<file path="src/rtl/sdpram_stream_rd.sv">
// Streams cmd_len words from a simple dual-port RAM read port onto a valid/ready output.
// Define SDPRAM_STREAM_RD_WRAP_EN to wrap addresses at DEPTH-1 instead of truncating the command.
`timescale 1ns/1ps

module sdpram_stream_rd #(
    parameter  int DEPTH  = 1000,
    parameter  int WIDTH  = 17,
    parameter  int RD_LAT = 1,
    localparam int AW     = $clog2(DEPTH)
) (
    input  logic             clk,
    input  logic             rst_n,
    input  logic             cmd_valid,
    output logic             cmd_ready,
    input  logic [AW-1:0]    cmd_base,
    input  logic [AW:0]      cmd_len,
    output logic [AW-1:0]    raddr,
    output logic             ren,
    input  logic [WIDTH-1:0] rdata,
    output logic             out_valid,
    input  logic             out_ready,
    output logic [WIDTH-1:0] out_data,
    output logic             out_last
);

    localparam int FD = RD_LAT + 2;
    localparam int PW = $clog2(FD);
    localparam int CW = $clog2(FD + 1);

    localparam logic [AW-1:0] LAST_ADDR = AW'(DEPTH - 1);
    localparam logic [CW-1:0] FD_L      = CW'(FD);
    localparam logic [PW-1:0] PTR_LAST  = PW'(FD - 1);

    if (RD_LAT < 1) begin : g_bad_lat
        $fatal(1, "sdpram_stream_rd: RD_LAT must be >= 1");
    end

    typedef enum logic [1:0] {IDLE, ISSUE, DRAIN} state_t;

    state_t              state;
    logic [AW-1:0]       addr;
    logic [AW:0]         remaining;
    logic [AW:0]         eff_len;
    logic [RD_LAT-1:0]   tag_v, tag_l;
    logic [RD_LAT-1:0]   tag_v_shift, tag_l_shift;
    logic                ren_q;
    logic [CW-1:0]       used;
    logic [CW-1:0]       fifo_cnt;
    logic [PW-1:0]       wr_ptr, rd_ptr;
    logic [WIDTH-1:0]    fifo_data [FD];
    logic [FD-1:0]       fifo_last;
    logic                accept, issue, issue_last, push, pop;

    always_comb begin
        eff_len = cmd_len;
`ifndef SDPRAM_STREAM_RD_WRAP_EN
        if ({1'b0, cmd_base} >= (AW+1)'(DEPTH))
            eff_len = '0;
        else if (cmd_len > (AW+1)'(DEPTH) - {1'b0, cmd_base})
            eff_len = (AW+1)'(DEPTH) - {1'b0, cmd_base};
`endif
    end

    // used counts words issued but not yet popped (in flight + buffered),
    // so a free credit guarantees a FIFO slot for every outstanding read.
    assign ren        = rst_n && (used < FD_L);
    assign issue      = ren && (state == ISSUE);
    assign issue_last = issue && (remaining == (AW+1)'(1));
    assign accept     = cmd_valid && cmd_ready;
    // ren_q marks a fresh arrival: a tag parked in the last stage is pushed once only.
    assign push       = tag_v[RD_LAT-1] && ren_q;
    assign out_valid  = (fifo_cnt != '0);
    assign pop        = out_valid && out_ready;
    assign out_data   = out_valid ? fifo_data[rd_ptr] : '0;
    assign out_last   = out_valid && fifo_last[rd_ptr];
    assign raddr      = addr;

    if (RD_LAT > 1) begin : g_shift
        assign tag_v_shift = {tag_v[RD_LAT-2:0], issue};
        assign tag_l_shift = {tag_l[RD_LAT-2:0], issue_last};
    end else begin : g_shift1
        assign tag_v_shift = issue;
        assign tag_l_shift = issue_last;
    end

    always_ff @(posedge clk or negedge rst_n) begin
        if (!rst_n) begin
            state     <= IDLE;
            cmd_ready <= 1'b1;
            addr      <= '0;
            remaining <= '0;
        end else begin
            case (state)
                IDLE: begin
                    if (accept && eff_len != '0) begin
                        addr      <= cmd_base;
                        remaining <= eff_len;
                        state     <= ISSUE;
                        cmd_ready <= 1'b0;
                    end
                end
                ISSUE: begin
                    if (issue) begin
                        addr      <= (addr == LAST_ADDR) ? '0 : addr + AW'(1);
                        remaining <= remaining - (AW+1)'(1);
                        if (remaining == (AW+1)'(1))
                            state <= DRAIN;
                    end
                end
                DRAIN: begin
                    if (pop && out_last) begin
                        state     <= IDLE;
                        cmd_ready <= 1'b1;
                    end
                end
                default: begin
                    state     <= IDLE;
                    cmd_ready <= 1'b1;
                end
            endcase
        end
    end

    always_ff @(posedge clk or negedge rst_n) begin
        if (!rst_n) begin
            tag_v    <= '0;
            tag_l    <= '0;
            ren_q    <= 1'b0;
            used     <= '0;
            fifo_cnt <= '0;
            wr_ptr   <= '0;
            rd_ptr   <= '0;
        end else begin
            ren_q <= ren;
            if (ren) begin
                tag_v <= tag_v_shift;
                tag_l <= tag_l_shift;
            end
            if (push)
                wr_ptr <= (wr_ptr == PTR_LAST) ? '0 : wr_ptr + PW'(1);
            if (pop)
                rd_ptr <= (rd_ptr == PTR_LAST) ? '0 : rd_ptr + PW'(1);
            case ({push, pop})
                2'b10:   fifo_cnt <= fifo_cnt + CW'(1);
                2'b01:   fifo_cnt <= fifo_cnt - CW'(1);
                default: ;
            endcase
            case ({issue, pop})
                2'b10:   used <= used + CW'(1);
                2'b01:   used <= used - CW'(1);
                default: ;
            endcase
        end
    end

    always_ff @(posedge clk) begin
        if (push) begin
            fifo_data[wr_ptr] <= rdata;
            fifo_last[wr_ptr] <= tag_l[RD_LAT-1];
        end
    end

endmodule
</file>
<file path="config.mk">
export PLATFORM = sky130hd
export DESIGN_NAME = sdpram_stream_rd
export DESIGN_NICKNAME = d
export VERILOG_FILES = /design/src/rtl/sdpram_stream_rd.sv
export SDC_FILE = /design/constraint.sdc
export NUM_CORES = 1
export LEC_CHECK = 0
export BUFFER_PORTS_ARGS = -buffer_cell sky130_fd_sc_hd__buf_4
export CAP_MARGIN = 10
export CORE_AREA = 10 10 93 111
export CTS_BUF_LIST = sky130_fd_sc_hd__clkbuf_4 sky130_fd_sc_hd__clkbuf_8
export CTS_CLUSTER_SIZE = 24
export DETAILED_ROUTE_END_ITERATION = 8
export DIE_AREA = 0 0 103 121
export PLACE_DENSITY_LB_ADDON = 0.3
export SETUP_SLACK_MARGIN = 0.02
export SKIP_CTS_REPAIR_TIMING = 1
export SLEW_MARGIN = 20
export SYNTH_ARGS = -nofsm -noshare
export SYNTH_HDL_FRONTEND = slang
export SYNTH_SLANG_ARGS = --single-unit
</file>
<file path="constraint.sdc">
create_clock -name clk -period 2.7 [get_ports clk]
set_input_delay 0.135 -clock clk [delete_from_list [all_inputs] [get_ports clk]]
set_output_delay 0.135 -clock clk [all_outputs]
set_load 0.02 [all_outputs]
</file>
==> Flow_metrics.wiki, run 1 <==
{| class="wikitable"
! Metric !! Value
|-
| Status || finished with violations
|-
| Violated checks || negative setup slack
|-
| Setup-failing EPs final || 21
|-
| Yosys cell types || 54
|-
| Synthesized-area fraction occupied by and/or/nand/nor cells || 15.17%
|-
| Clock tree buffer depth || 2
|-
| First-pass GRT wire length || 18610 µm
|-
| Routed wirelength normalized by instance count || 18.48 µm
|-
| Via/cell ratio || 5.981
|-
| Die height || 121 µm
|-
| DRC || 0
|-
| Register-to-register setup slack || 790 ps
|-
| Fraction of layout instances using a drive strength above 1 || 29.91%
|-
| Final Hold Violating Endpoints || 0
|-
| Maximum achievable frequency || 354.8 MHz
|-
| Global Route Usage Sum || 18.72%
|-
| Clock tree from TritonCTS || yes
|-
| Initial core utilization || 57.78%
|-
| GPL Wtd Cong || 0.9259
|-
| Met2 wirelength from detailed routing || 6560 µm
|-
| Final worst hold slack || 106.7 ps
|-
| TritonCTS buffer count || 9
|-
| Uppermost signal routing layer after detailed routing || met4
|-
| Register bit count reported by yosys || 89
|-
| Combinational family with the most area after synthesis || simple AND/OR/NAND/NOR gates
|-
| Fillcell total || 530
|-
| Clock Skews || 14.85 ps
|-
| Post-route antenna net violation count || 0
|-
| Dominant cells by area after synthesis || sky130_fd_sc_hd__edfxtp_1 35%, sky130_fd_sc_hd__dfrtp_1 18%, sky130_fd_sc_hd__nor2_1 6.3%
|-
| Biggest fanout along the worst timing path || 17
|-
| Leak || 2.750 nW
|-
| CTS Root Cell || sky130_fd_sc_hd__clkbuf_8
|-
| Post-DP HPWL || 8419 µm
|-
| Type of the setup path with the least slack || input pin to register
|-
| Cells after DPL || 639
|-
| Critical path required time || 2950 ps
|-
| Floorplan row count || 36
|-
| Top FF cell, synth || sky130_fd_sc_hd__edfxtp_1
|-
| Multi-input logic area || 0.002226 mm²
|-
| Synthesized cell area || 0.004684 mm²
|-
| Share of synthesized area occupied by flip-flops and latches || 53.34%
|-
| DR vias || 4067
|-
| Number of global-route vias before repair || 3862
|-
| Most common cell in the netlist || sky130_fd_sc_hd__nor2_1
|-
| MaxCap Viol Count || 0
|-
| Worst r2r path cells || 8
|-
| Origin of the critical flop-to-flop path || state[1]
|-
| Final Cycle Share || 104.4%
|-
| Die span in x || 103 µm
|-
| Count of yosys warnings during synthesis || 0
|-
| Largest area contributor in the synthesized netlist || sky130_fd_sc_hd__edfxtp_1
|-
| Top cells by count, synth || 78 x sky130_fd_sc_hd__nor2_1, 54 x sky130_fd_sc_hd__edfxtp_1, 43 x sky130_fd_sc_hd__a21oi_1, 34 x sky130_fd_sc_hd__dfrtp_1, 33 x sky130_fd_sc_hd__o21ai_0
|-
| Tmin final || 2818 ps
|-
| Sum of routed wire length over all layers || 12570 µm
|-
| Setup crit start kind || input pin
|-
| Area share of the leading cell type in the synthesized netlist || 34.62%
|-
| Post-synthesis share of cell area spent on full adders, half adders and majority gates || 4.541%
|-
| Relative slew slack || 47.38%
|-
| Number of port buffers || 72
|-
| Clk slew on worst S/H paths || 90 ps
|-
| RSZ-0062 raised after global routing || true
|-
| Register area || 0.002499 mm²
|-
| Number of clock sinks || 89
|-
| Total power draw || 3.996 mW
|-
| Top-level port count || 73
|-
| Arrival time of data at the critical path endpoint || 3070 ps
|-
| Critical path capture point type || register
|-
| Maximum VDD drop || 0.3558 mV
|-
| Area Overhead vs Synth || 34.00%
|-
| Placement Setup Slack || -443.5 ps
|-
| Total power divided by cell area || 636.6 mW/mm²
|-
| Count of placed standard cells in the final layout, fillers left out || 680
|-
| Number of antenna violations at the first check in global routing || 0
|-
| Fraction of synthesis flops using an asynchronous set or reset pin || 39.33%
|-
| H-tree lvl count || 3
|-
| Net count after synthesis || 515
|-
| Class of the worst hold path || input pin to register
|-
| CP startpoint || cmd_base[1]
|-
| Fin worst setup slack || -118.4 ps
|-
| Least-Margin Pin Slew || 786.4 ps
|-
| Detailed-routing wirelength on met1 || 4924 µm
|-
| Xor/xnor cell area share of the yosys netlist || 2.217%
|-
| Portion of netlist area occupied by mux cells || 6.036%
|-
| Initial DRC count || 491
|-
| Standard cell core area || 0.008108 mm²
|-
| First-pass iteration count of the detailed router || 6
|-
| Routed wire length on met3 || 790 µm
|-
| Worst flop-to-flop path endpoint || raddr[5]
|-
| Number of flops mapped to enable cells by yosys || 54
|-
| Number of max-slew violations in the final report || 0
|-
| Worst setup path end || raddr[0]
|-
| Post-synthesis instance total || 456
|-
| ANT cells || 0
|-
| Die footprint || 0.01246 mm²
|-
| Clk Latency, worst-skew pair || 360 ps
|-
| Global route overflow || 0
|-
| Synthesized-area fraction occupied by ao, oa, aoi and oai cells || 15.09%
|-
| Maximum number of pins on one net before global-route repair || 37
|-
| Average cell area after synthesis || 10.27 µm²
|-
| Final nets || 639
|}
[cell families after synthesis]
kind of cell | after synthesis
XOR/XNOR | 11
AO/OA/AOI/OAI | 116
flip-flops | 89
multiplexers | 28
buffers and inverters | 41
AND/OR/NAND/NOR | 154
adder cells (fa/ha/maj) | 17
[cells in the final DEF, fill, tap and decap left out, types with 18 or more instances in the layout]
cell,Yosys,layout
sky130_fd_sc_hd__inv_1,22,19
sky130_fd_sc_hd__a21oi_1,43,39
sky130_fd_sc_hd__nand2_1,24,24
sky130_fd_sc_hd__nor2_1,78,76
sky130_fd_sc_hd__edfxtp_1,54,54
sky130_fd_sc_hd__dfrtp_1,34,34
sky130_fd_sc_hd__buf_4,0,105
sky130_fd_sc_hd__dlygate4sd3_1,0,18
sky130_fd_sc_hd__mux2i_1,26,26
[routing by layer]
metal	track usage (%)	up-vias
met2	32.43	159
met3	4.046	26
met5	0	-
li1	-	1912
met1	21.95	1970
met4	6.969	0
[area by class of cell]
cell class,instances,area share [%]
Clock buffer,13,2.452
Tap cell,95,1.894
Clock inverter,3,1.036
Sequential cell,89,39.80
Multi-Input combinational cell,326,35.46
Inverter,22,1.634
Timing Repair Buffer,132,17.72
[how the worst min path moves through the flow]
stage,startpoint,to,cells after the start
after floorplan,rst_n,fifo_cnt[0],0
after global placement,rst_n,used[1],2
after detailed placement,rst_n,used[0],2
after CTS,rst_n,used[1],2
after global routing,cmd_base[8],raddr[8],3
final,cmd_base[9],raddr[9],3
[per-stage QoR]
| step | utilization (%) | area (µm²) | TNS [ps] |
|---|---|---|---|
| 2_1_floorplan | - | 4791 | -314.7 |
| 3_3_place_gp | 69.75 | 5655 | -6742 |
| 3_5_place_dp | 69.75 | 5655 | -8009 |
| 4_1_cts | 72.45 | 5874 | -401.0 |
| 5_1_grt | 77.42 | 6277 | -3184 |
| 6_report | 77.42 | 6277 | -1172 |
[sequential cells by signal, indices dropped and copies added, names as in the netlist]
register	cells
remaining	11
tag_l	1
fifo_cnt	2
state	2
fifo_data	51
ren_q	1
tag_v	1
raddr	10
cmd_ready	1
used	2
wr_ptr	2
fifo_last	3
rd_ptr	2
[critical path, cell delays in order]
cell and delay [ps]:
sky130_fd_sc_hd__buf_12 100, sky130_fd_sc_hd__inv_12 30, sky130_fd_sc_hd__ha_4 140, sky130_fd_sc_hd__nor2b_4 120, sky130_fd_sc_hd__or3_4 360, sky130_fd_sc_hd__and2_4 170, sky130_fd_sc_hd__ha_4 230, sky130_fd_sc_hd__a211o_1 300
sky130_fd_sc_hd__a21oi_2 150, sky130_fd_sc_hd__a21o_1 220, sky130_fd_sc_hd__a21bo_2 200, sky130_fd_sc_hd__a21oi_4 60, sky130_fd_sc_hd__nor3_4 320, sky130_fd_sc_hd__buf_12 200, sky130_fd_sc_hd__mux2_4 300
[report_power, final]
part	switching, mW	leakage (nW)	internal, mW
Clock	0.443	0.115	0.563
Combinational	0.825	1.69	0.623
Sequential	0.0488	0.940	1.49
Total	1.32	2.75	2.68
Note: power is estimated with default switching activity, not from simulation.
==> run 2, diff against run 1 <==
--- a/config.mk
+++ b/config.mk
@@ -7,12 +7,13 @@
 export LEC_CHECK = 0
 export BUFFER_PORTS_ARGS = -buffer_cell sky130_fd_sc_hd__buf_4
 export CAP_MARGIN = 10
-export CORE_AREA = 10 10 93 111
+export CORE_AREA = 10 10 97 116
 export CTS_BUF_LIST = sky130_fd_sc_hd__clkbuf_4 sky130_fd_sc_hd__clkbuf_8
 export CTS_CLUSTER_SIZE = 24
 export DETAILED_ROUTE_END_ITERATION = 8
-export DIE_AREA = 0 0 103 121
+export DIE_AREA = 0 0 107 126
 export PLACE_DENSITY_LB_ADDON = 0.3
+export REMOVE_ABC_BUFFERS = 1
 export SETUP_SLACK_MARGIN = 0.02
 export SKIP_CTS_REPAIR_TIMING = 1
 export SLEW_MARGIN = 20
==> constraint.sdc (replaced) <==
create_clock -name clk -period 2.5 [get_ports clk]
set_input_delay 0.125 -clock clk [delete_from_list [all_inputs] [get_ports clk]]
set_output_delay 0.125 -clock clk [all_outputs]
set_load 0.02 [all_outputs]
==> run 2 against run 1 <==
Net effect: the flow still finishes with violations (negative setup slack); die area rose by 8.2%; worst hold slack improved by 33 ps; utilization fell by 5.3 points; critical path depth fell by 1; total power rose by 3.3%; register-to-register slack got worse by 260 ps; first-iteration DRC count fell by 39%.
==> Flow_metrics.wiki, run 2 (same netlist as run 1, synthesis figures left out) <==
{| class="wikitable"
! Metric !! Value
|-
| Status || finished with violations
|-
| Violated checks || negative setup slack
|-
| Die footprint || 0.01348 mm² (+8.2%)
|-
| Global route overflow || 0 (unchanged)
|-
| Worst hold path startpoint || out_ready
|-
| Final Hold Violating Endpoints || 0 (unchanged)
|-
| Final Instance Area || 0.006446 mm² (+2.7%)
|-
| Initial core utilization || 52.41% (-5.4 points)
|-
| Arrival time of data at the critical path endpoint || 3180 ps (+110 ps)
|-
| Setup crit start kind || input pin
|-
| Maximum number of pins on one net before global-route repair || 36 (-2.7%)
|-
| CP startpoint || cmd_base[0]
|-
| Final Cycle Share || 117.1%
|-
| First-pass GRT wire length || 18290 µm (-1.7%)
|-
| Critical path capture point type || register
|-
| Number of port buffers || 72 (unchanged)
|-
| Relative slew slack || 60.06% (+13 points)
|-
| ANT cells || 0 (unchanged)
|-
| Via/cell ratio || 5.578 (-6.7%)
|-
| Post-route antenna net violation count || 0 (unchanged)
|-
| Hold Crit Depth || 3 (unchanged)
|-
| Number of clock sinks || 89 (unchanged)
|-
| Placement Setup Slack || -764.9 ps (-321.4 ps)
|-
| Clk Latency, worst-skew pair || 360 ps (about the same)
|-
| Register-to-register setup slack || 530 ps (-260 ps)
|-
| Class of the worst hold path || input pin to register
|-
| Maximum achievable frequency || 341.6 MHz
|-
| Gr busiest metal || met2
|-
| Floorplan row count || 38 (+5.6%)
|-
| TritonCTS buffer count || 9 (unchanged)
|-
| Global Route Usage Sum || 16.58% (-2.1 points)
|-
| RSZ-0062 raised after global routing || true
|-
| Sum of routed wire length over all layers || 12620 µm (+0.41%)
|-
| Clock tree buffer depth || 2 (unchanged)
|-
| Commonest non-fill, non-tap cell in the layout || sky130_fd_sc_hd__buf_4
|-
| Die height || 126 µm (+4.1%)
|-
| Fin worst setup slack || -427.2 ps (-308.8 ps)
|-
| DRC || 0 (unchanged)
|-
| Critical path required time || 2750 ps (-200 ps)
|-
| DR vias || 4027 (-0.98%)
|-
| Biggest fanout along the worst timing path || 5 (-12)
|-
| Area Overhead vs Synth || 37.61%
|-
| Met2 usage || 29.30% (-3.1 points)
|-
| Largest register FFs || 51 (unchanged)
|-
| Register with the most flip-flops || fifo_data
|-
| Post-DP HPWL || 8802 µm (+4.6%)
|-
| Final worst hold slack || 139.3 ps (+32.60 ps)
|-
| Clock tree from TritonCTS || yes
|-
| Type of the setup path with the least slack || input pin to register
|-
| Tmin final || 2927 ps
|-
| Number of antenna violations at the first check in global routing || 0 (unchanged)
|-
| H-tree lvl count || 3 (unchanged)
|-
| Routed wirelength normalized by instance count || 17.48 µm (-5.4%)
|-
| Leak || 2.830 nW (+2.9%)
|-
| CTS Root Cell || sky130_fd_sc_hd__clkbuf_8
|-
| Least-Margin Pin Slew || 594.5 ps (-191.9 ps)
|-
| Setup-failing EPs final || 21 (unchanged)
|-
| Worst flop-to-flop path endpoint || remaining[10]
|-
| GPL Wtd Cong || 0.8993 (-2.9%)
|-
| First-pass iteration count of the detailed router || 4 (-2)
|-
| Number of max-slew violations in the final report || 0 (unchanged)
|-
| Total power divided by cell area || 640.6 mW/mm² (+0.63%)
|-
| Top-level port count || 73 (unchanged)
|-
| Maximum VDD drop || 0.3147 mV (-12%)
|-
| Clk slew on worst S/H paths || 80 ps (about the same)
|-
| Met1 track demand over resource || 18.76% (-3.2 points)
|-
| End of the worst hold path || rd_ptr[0]
|-
| Clock Skews || 11.82 ps (-3.029 ps)
|-
| MaxCap Viol Count || 0 (unchanged)
|-
| Fin Setup TNS || -6917 ps (-5744 ps)
|-
| Placed instance area || 0.005717 mm² (+1.1%)
|-
| Worst r2r path cells || 5 (-3)
|-
| Standard cell core area || 0.008939 mm² (+10%)
|-
| Fraction of layout instances using a drive strength above 1 || 31.73% (+1.8 points)
|-
| Most frequent cells in the layout || 116 x sky130_fd_sc_hd__buf_4, 76 x sky130_fd_sc_hd__nor2_1, 54 x sky130_fd_sc_hd__edfxtp_1, 40 x sky130_fd_sc_hd__a21oi_1, 34 x sky130_fd_sc_hd__dfrtp_1
|-
| Die span in x || 107 µm (+3.9%)
|-
| Final nets || 656 (+2.7%)
|-
| Number of global-route vias before repair || 3910 (+1.2%)
|-
| Origin of the critical flop-to-flop path || remaining[2]
|-
| Met3 track utilization from global routing || 3.929% (-0.12 points)
|-
| Initial DRC count || 298 (-39%)
|}
==> run 2: per-stage QoR <==
stage                     std cells  total power [mW]  util [%]
after detailed placement        679             3.228     63.96
after CTS                       695             4.082     65.86
after global routing            722             4.344     72.12
after floorplan                 437             2.574         -
final                           722             4.129     72.12
after global placement          679             3.199     63.96
==> run 2: worst max-delay path by stage <==
| stage | slack, ps | endpoint | depth (start not counted) |
|---|---|---|---|
| after floorplan | -1910 | raddr[0] | 13 |
| after global placement | -690 | raddr[0] | 14 |
| after detailed placement | -760 | raddr[1] | 17 |
| after CTS | -390 | raddr[1] | 14 |
| after global routing | -530 | raddr[1] | 14 |
| final | -430 | raddr[1] | 14 |
==> run 2: worst max-delay path: stages <==
cell,delay (ps)
sky130_fd_sc_hd__buf_8,100
sky130_fd_sc_hd__o31a_4,370
sky130_fd_sc_hd__o2111ai_4,220
sky130_fd_sc_hd__xor2_2,270
sky130_fd_sc_hd__inv_2,80
sky130_fd_sc_hd__ha_4,270
sky130_fd_sc_hd__nand4_1,190
sky130_fd_sc_hd__nor3_4,270
sky130_fd_sc_hd__o2111ai_2,140
sky130_fd_sc_hd__nor2_2,180
sky130_fd_sc_hd__a311oi_2,80
sky130_fd_sc_hd__nor3_4,340
sky130_fd_sc_hd__clkbuf_16,230
sky130_fd_sc_hd__mux2_4,290
==> run 2: final cells by class <==
type | instances | area (µm²)
Clock buffer | 9 | 123.9
Clock inverter | 7 | 46.29
Fill cell | 662 | 2492
Inverter | 22 | 85.08
Multi-Input combinational cell | 326 | 2235
Sequential cell | 89 | 2499
Tap cell | 120 | 150.1
Timing Repair Buffer | 149 | 1308
==> run 2: power breakdown <==
group	total [mW]	internal [mW]	switching (mW)
logic	1.60	0.694	0.907
clock network	0.868	0.359	0.509
registers	1.66	1.61	0.0464
total	4.13	2.67	1.46
==> run 2: routing by layer <==
layer  wire [µm]  part of all wire, %
met1        5143                   41
met2        6662                   53
met3         589                  4.7
met4         224                  1.8
met5           0                    0
==> run 3, diff against run 2 <==
--- a/config.mk
+++ b/config.mk
@@ -7,12 +7,13 @@
 export LEC_CHECK = 0
 export BUFFER_PORTS_ARGS = -buffer_cell sky130_fd_sc_hd__buf_4
 export CAP_MARGIN = 10
-export CORE_AREA = 10 10 97 116
+export CORE_AREA = 10 10 93 111
 export CTS_BUF_LIST = sky130_fd_sc_hd__clkbuf_4 sky130_fd_sc_hd__clkbuf_8
 export CTS_CLUSTER_SIZE = 24
 export DETAILED_ROUTE_END_ITERATION = 8
-export DIE_AREA = 0 0 107 126
-export PLACE_DENSITY_LB_ADDON = 0.3
+export DIE_AREA = 0 0 103 121
+export MAX_ROUTING_LAYER = met4
+export PLACE_DENSITY = 0.82
 export REMOVE_ABC_BUFFERS = 1
 export SETUP_SLACK_MARGIN = 0.02
 export SKIP_CTS_REPAIR_TIMING = 1
==> constraint.sdc (replaced) <==
create_clock -name clk -period 3.34 [get_ports clk]
set_input_delay 0.167 -clock clk [delete_from_list [all_inputs] [get_ports clk]]
set_output_delay 0.167 -clock clk [all_outputs]
set_load 0.02 [all_outputs]
==> run 3 against run 2 <==
Net effect: the run now ends clean; worst hold slack got worse by 120 ps; critical path depth increased by 3; combinational power decreased by 33%; sequential power decreased by 22%; via count decreased by 6.0%; clock power decreased by 16%; sequential share of layout area increased by 4.5 points; count of clock-buffer cells in the layout increased by 2; global-route usage increased by 1.8 points; non-clock buffer count decreased by 44; largest power group unchanged.
==> Flow_metrics.wiki, run 3 (same netlist as run 1, synthesis figures left out) <==
{| class="wikitable"
! Metric !! Value
|-
| Die height || 121 µm (-4.0%)
|-
| Count of placed standard cells in the final layout, fillers left out || 653 (-9.6%)
|-
| TritonCTS buffer count || 9 (unchanged)
|-
| Switching part of the total || 34.27% (-1.2 points)
|-
| Final Hold Violating Endpoints || 0 (unchanged)
|-
| Commonest non-fill, non-tap cell in the layout || sky130_fd_sc_hd__buf_4
|-
| Worst flop-to-flop path endpoint || remaining[3]
|-
| H-tree lvl count || 3 (unchanged)
|-
| CTS Root Cell || sky130_fd_sc_hd__clkbuf_8
|-
| Clock tree from TritonCTS || yes
|-
| Placement Setup Slack || -37.70 ps (+727.2 ps)
|-
| Clock tree buffer depth || 2 (unchanged)
|-
| Register share of total power || 41.9% (+1.7 points)
|-
| Via/cell ratio || 5.798 (+3.9%)
|-
| Initial DRC count || 430 (+44%)
|-
| Final Cycle Share || 89.01%
|-
| Fin Setup TNS || 0 ps (+6917 ps)
|-
| Global route overflow || 0 (unchanged)
|-
| Initial core utilization || 57.78% (+5.4 points)
|-
| Global Route Usage Sum || 18.43% (+1.8 points)
|-
| Biggest fanout along the worst timing path || 16 (+11)
|-
| Standard cell core area || 0.008108 mm² (-9.3%)
|-
| Number of max-slew violations in the final report || 0 (unchanged)
|-
| Post-DP HPWL || 8237 µm (-6.4%)
|-
| Top-level port count || 73 (unchanged)
|-
| Class of the worst hold path || input pin to register
|-
| Number of antenna violations at the first check in global routing || 0 (unchanged)
|-
| Post-route antenna net violation count || 0 (unchanged)
|-
| Origin of the critical flop-to-flop path || state[1]
|-
| Clock group share of total power || 23.6% (+2.6 points)
|-
| Hold Crit Depth || 1 (-2)
|-
| Most frequent cells in the layout || 88 x sky130_fd_sc_hd__buf_4, 78 x sky130_fd_sc_hd__nor2_1, 54 x sky130_fd_sc_hd__edfxtp_1, 43 x sky130_fd_sc_hd__a21oi_1
|-
| GPL Wtd Cong || 0.9028 (+0.39%)
|-
| Internal Pwr Total || 2.033 mW (-24%)
|-
| Setup crit start kind || input pin
|-
| Relative slew slack || 56.52% (-3.5 points)
|-
| Register-to-register setup slack || 1270 ps (+740 ps)
|-
| Fin worst setup slack || 367.0 ps (+794.2 ps)
|-
| Critical path capture point type || register
|-
| Sum of routed wire length over all layers || 11530 µm (-8.6%)
|-
| Total power divided by cell area || 535.8 mW/mm² (-16%)
|-
| Die footprint || 0.01246 mm² (-7.6%)
|-
| Clk Latency, worst-skew pair || 350 ps (about the same)
|-
| Register with the most flip-flops || fifo_data
|-
| RSZ-0062 raised after global routing || false
|-
| Setup-failing EPs final || 0 (-100%)
|-
| Floorplan row count || 36 (-5.3%)
|-
| Fin util || 71.20% (-0.91 points)
|-
| First-pass iteration count of the detailed router || 5 (+1)
|-
| MaxCap Viol Count || 0 (unchanged)
|-
| First-pass GRT wire length || 17820 µm (-2.5%)
|-
| Type of the setup path with the least slack || input pin to register
|-
| Switching power summed over all nets || 1.060 mW (-28%)
|-
| Largest register FFs || 51 (unchanged)
|-
| Tmin final || 2973 ps
|-
| Critical path required time || 3570 ps (+820 ps)
|-
| End of the worst hold path || fifo_data[1][10]
|-
| Number of port buffers || 72 (unchanged)
|-
| Maximum achievable frequency || 336.4 MHz
|-
| Number of clock sinks || 89 (unchanged)
|-
| Number of global-route vias before repair || 3639 (-6.9%)
|-
| ANT cells || 0 (unchanged)
|-
| DRC || 0 (unchanged)
|-
| Worst r2r path cells || 5 (unchanged)
|-
| Die span in x || 103 µm (-3.7%)
|-
| Area Overhead vs Synth || 23.24%
|-
| Status || completed
|-
| Clock Skews || 11.18 ps (-0.6433 ps)
|-
| Routed wirelength normalized by instance count || 17.66 µm (+1.0%)
|-
| Final nets || 612 (-6.7%)
|-
| Maximum number of pins on one net before global-route repair || 36 (unchanged)
|-
| Worst hold path startpoint || rdata[10]
|-
| DR vias || 3786 (-6.0%)
|-
| Fillcell total || 579 (-13%)
|-
| Arrival time of data at the critical path endpoint || 3210 ps (+30 ps)
|-
| Combinational Power Share || 34.4% (-4.4 points)
|-
| Fraction of layout instances using a drive strength above 1 || 21.33% (-10 points)
|-
| Clk slew on worst S/H paths || 80 ps (about the same)
|-
| Least-Margin Pin Slew || 652.2 ps (+57.68 ps)
|-
| Cells after DPL || 621 (-8.5%)
|-
| Maximum VDD drop || 0.2260 mV (-28%)
|-
| Leak || 2.529 nW (-11%)
|}
## run 3: changes by cell type in the layout (fill, tap and decap cells not counted), moves of 3 or more
cell,change
sky130_fd_sc_hd__buf_8,-3
sky130_fd_sc_hd__a21oi_1,+3
sky130_fd_sc_hd__a21oi_2,-3
sky130_fd_sc_hd__o21ai_1,-16
sky130_fd_sc_hd__ha_4,-3
sky130_fd_sc_hd__buf_6,-5
sky130_fd_sc_hd__ha_1,+3
sky130_fd_sc_hd__inv_1,+3
sky130_fd_sc_hd__clkbuf_16,-3
sky130_fd_sc_hd__buf_4,-28
sky130_fd_sc_hd__o21ai_0,+26
sky130_fd_sc_hd__o21ai_2,-9
sky130_fd_sc_hd__buf_12,-3
## run 3: power by group through the flow
stage          clock (mW)  sequential [mW]  combinational, mW
4_1_cts             0.733             1.30               1.05
2_1_floorplan           0             1.33              0.602
5_1_grt             0.779             1.31               1.17
6_report            0.731             1.30               1.07
3_3_place_gp            0             1.32               1.03
3_5_place_dp            0             1.32               1.05
## run 3: cell type report
type / count / area (µm²) / area share [%]
well taps: 95 / 118.9 / 2.059
inverters: 22 / 82.58 / 1.430
clock buffers: 11 / 138.9 / 2.406
repair buffers: 105 / 840.8 / 14.56
multi-input cells: 326 / 2037 / 35.28
flip-flops and latches: 89 / 2500 / 43.30
clock inverters: 5 / 55.05 / 0.9536
## run 3: per-layer routing
layer	routed length, µm	global-route usage (%)	up-vias
met5	0	-	-
met4	136	5.749	0
met3	612	4.274	12
met2	5832	29.81	124
met1	4949	22.25	1801
li1	-	-	1849
## run 3: stage by stage
step / instance area [µm²] / hold WS (ps) / power [mW]
final: 5773 / 19.88 / 3.093
after global routing: 5773 / -2.792 / 3.252
after CTS: 5607 / -98.28 / 3.084
after detailed placement: 5413 / 281.1 / 2.370
after global placement: 5413 / 279.3 / 2.343
after floorplan: 4598 / -128.6 / 1.927
## run 3: worst max-delay path by stage
stage / startpoint / to / slack [ps] / cells past startpoint
after floorplan: cmd_base[0] / raddr[0] / -1110 / 13
after global placement: cmd_base[2] / raddr[1] / 60 / 14
after detailed placement: cmd_base[2] / remaining[3] / -40 / 16
after CTS: cmd_base[2] / remaining[3] / 350 / 16
after global routing: cmd_base[0] / remaining[3] / 80 / 18
final: cmd_base[0] / remaining[6] / 370 / 17
## run 3: critical path, cell delays in order
cell and delay (ps):
sky130_fd_sc_hd__buf_4 110, sky130_fd_sc_hd__inv_1 50, sky130_fd_sc_hd__ha_1 200, sky130_fd_sc_hd__nor2b_1 150, sky130_fd_sc_hd__or3_1 320, sky130_fd_sc_hd__and2_1 190
sky130_fd_sc_hd__ha_1 300, sky130_fd_sc_hd__a211o_1 260, sky130_fd_sc_hd__a21oi_1 190, sky130_fd_sc_hd__a21o_1 190, sky130_fd_sc_hd__a21oi_1 100, sky130_fd_sc_hd__a311oi_2 300
sky130_fd_sc_hd__nor3_2 90, sky130_fd_sc_hd__buf_12 150, sky130_fd_sc_hd__buf_4 180, sky130_fd_sc_hd__o21ai_0 170, sky130_fd_sc_hd__o21ai_0 100
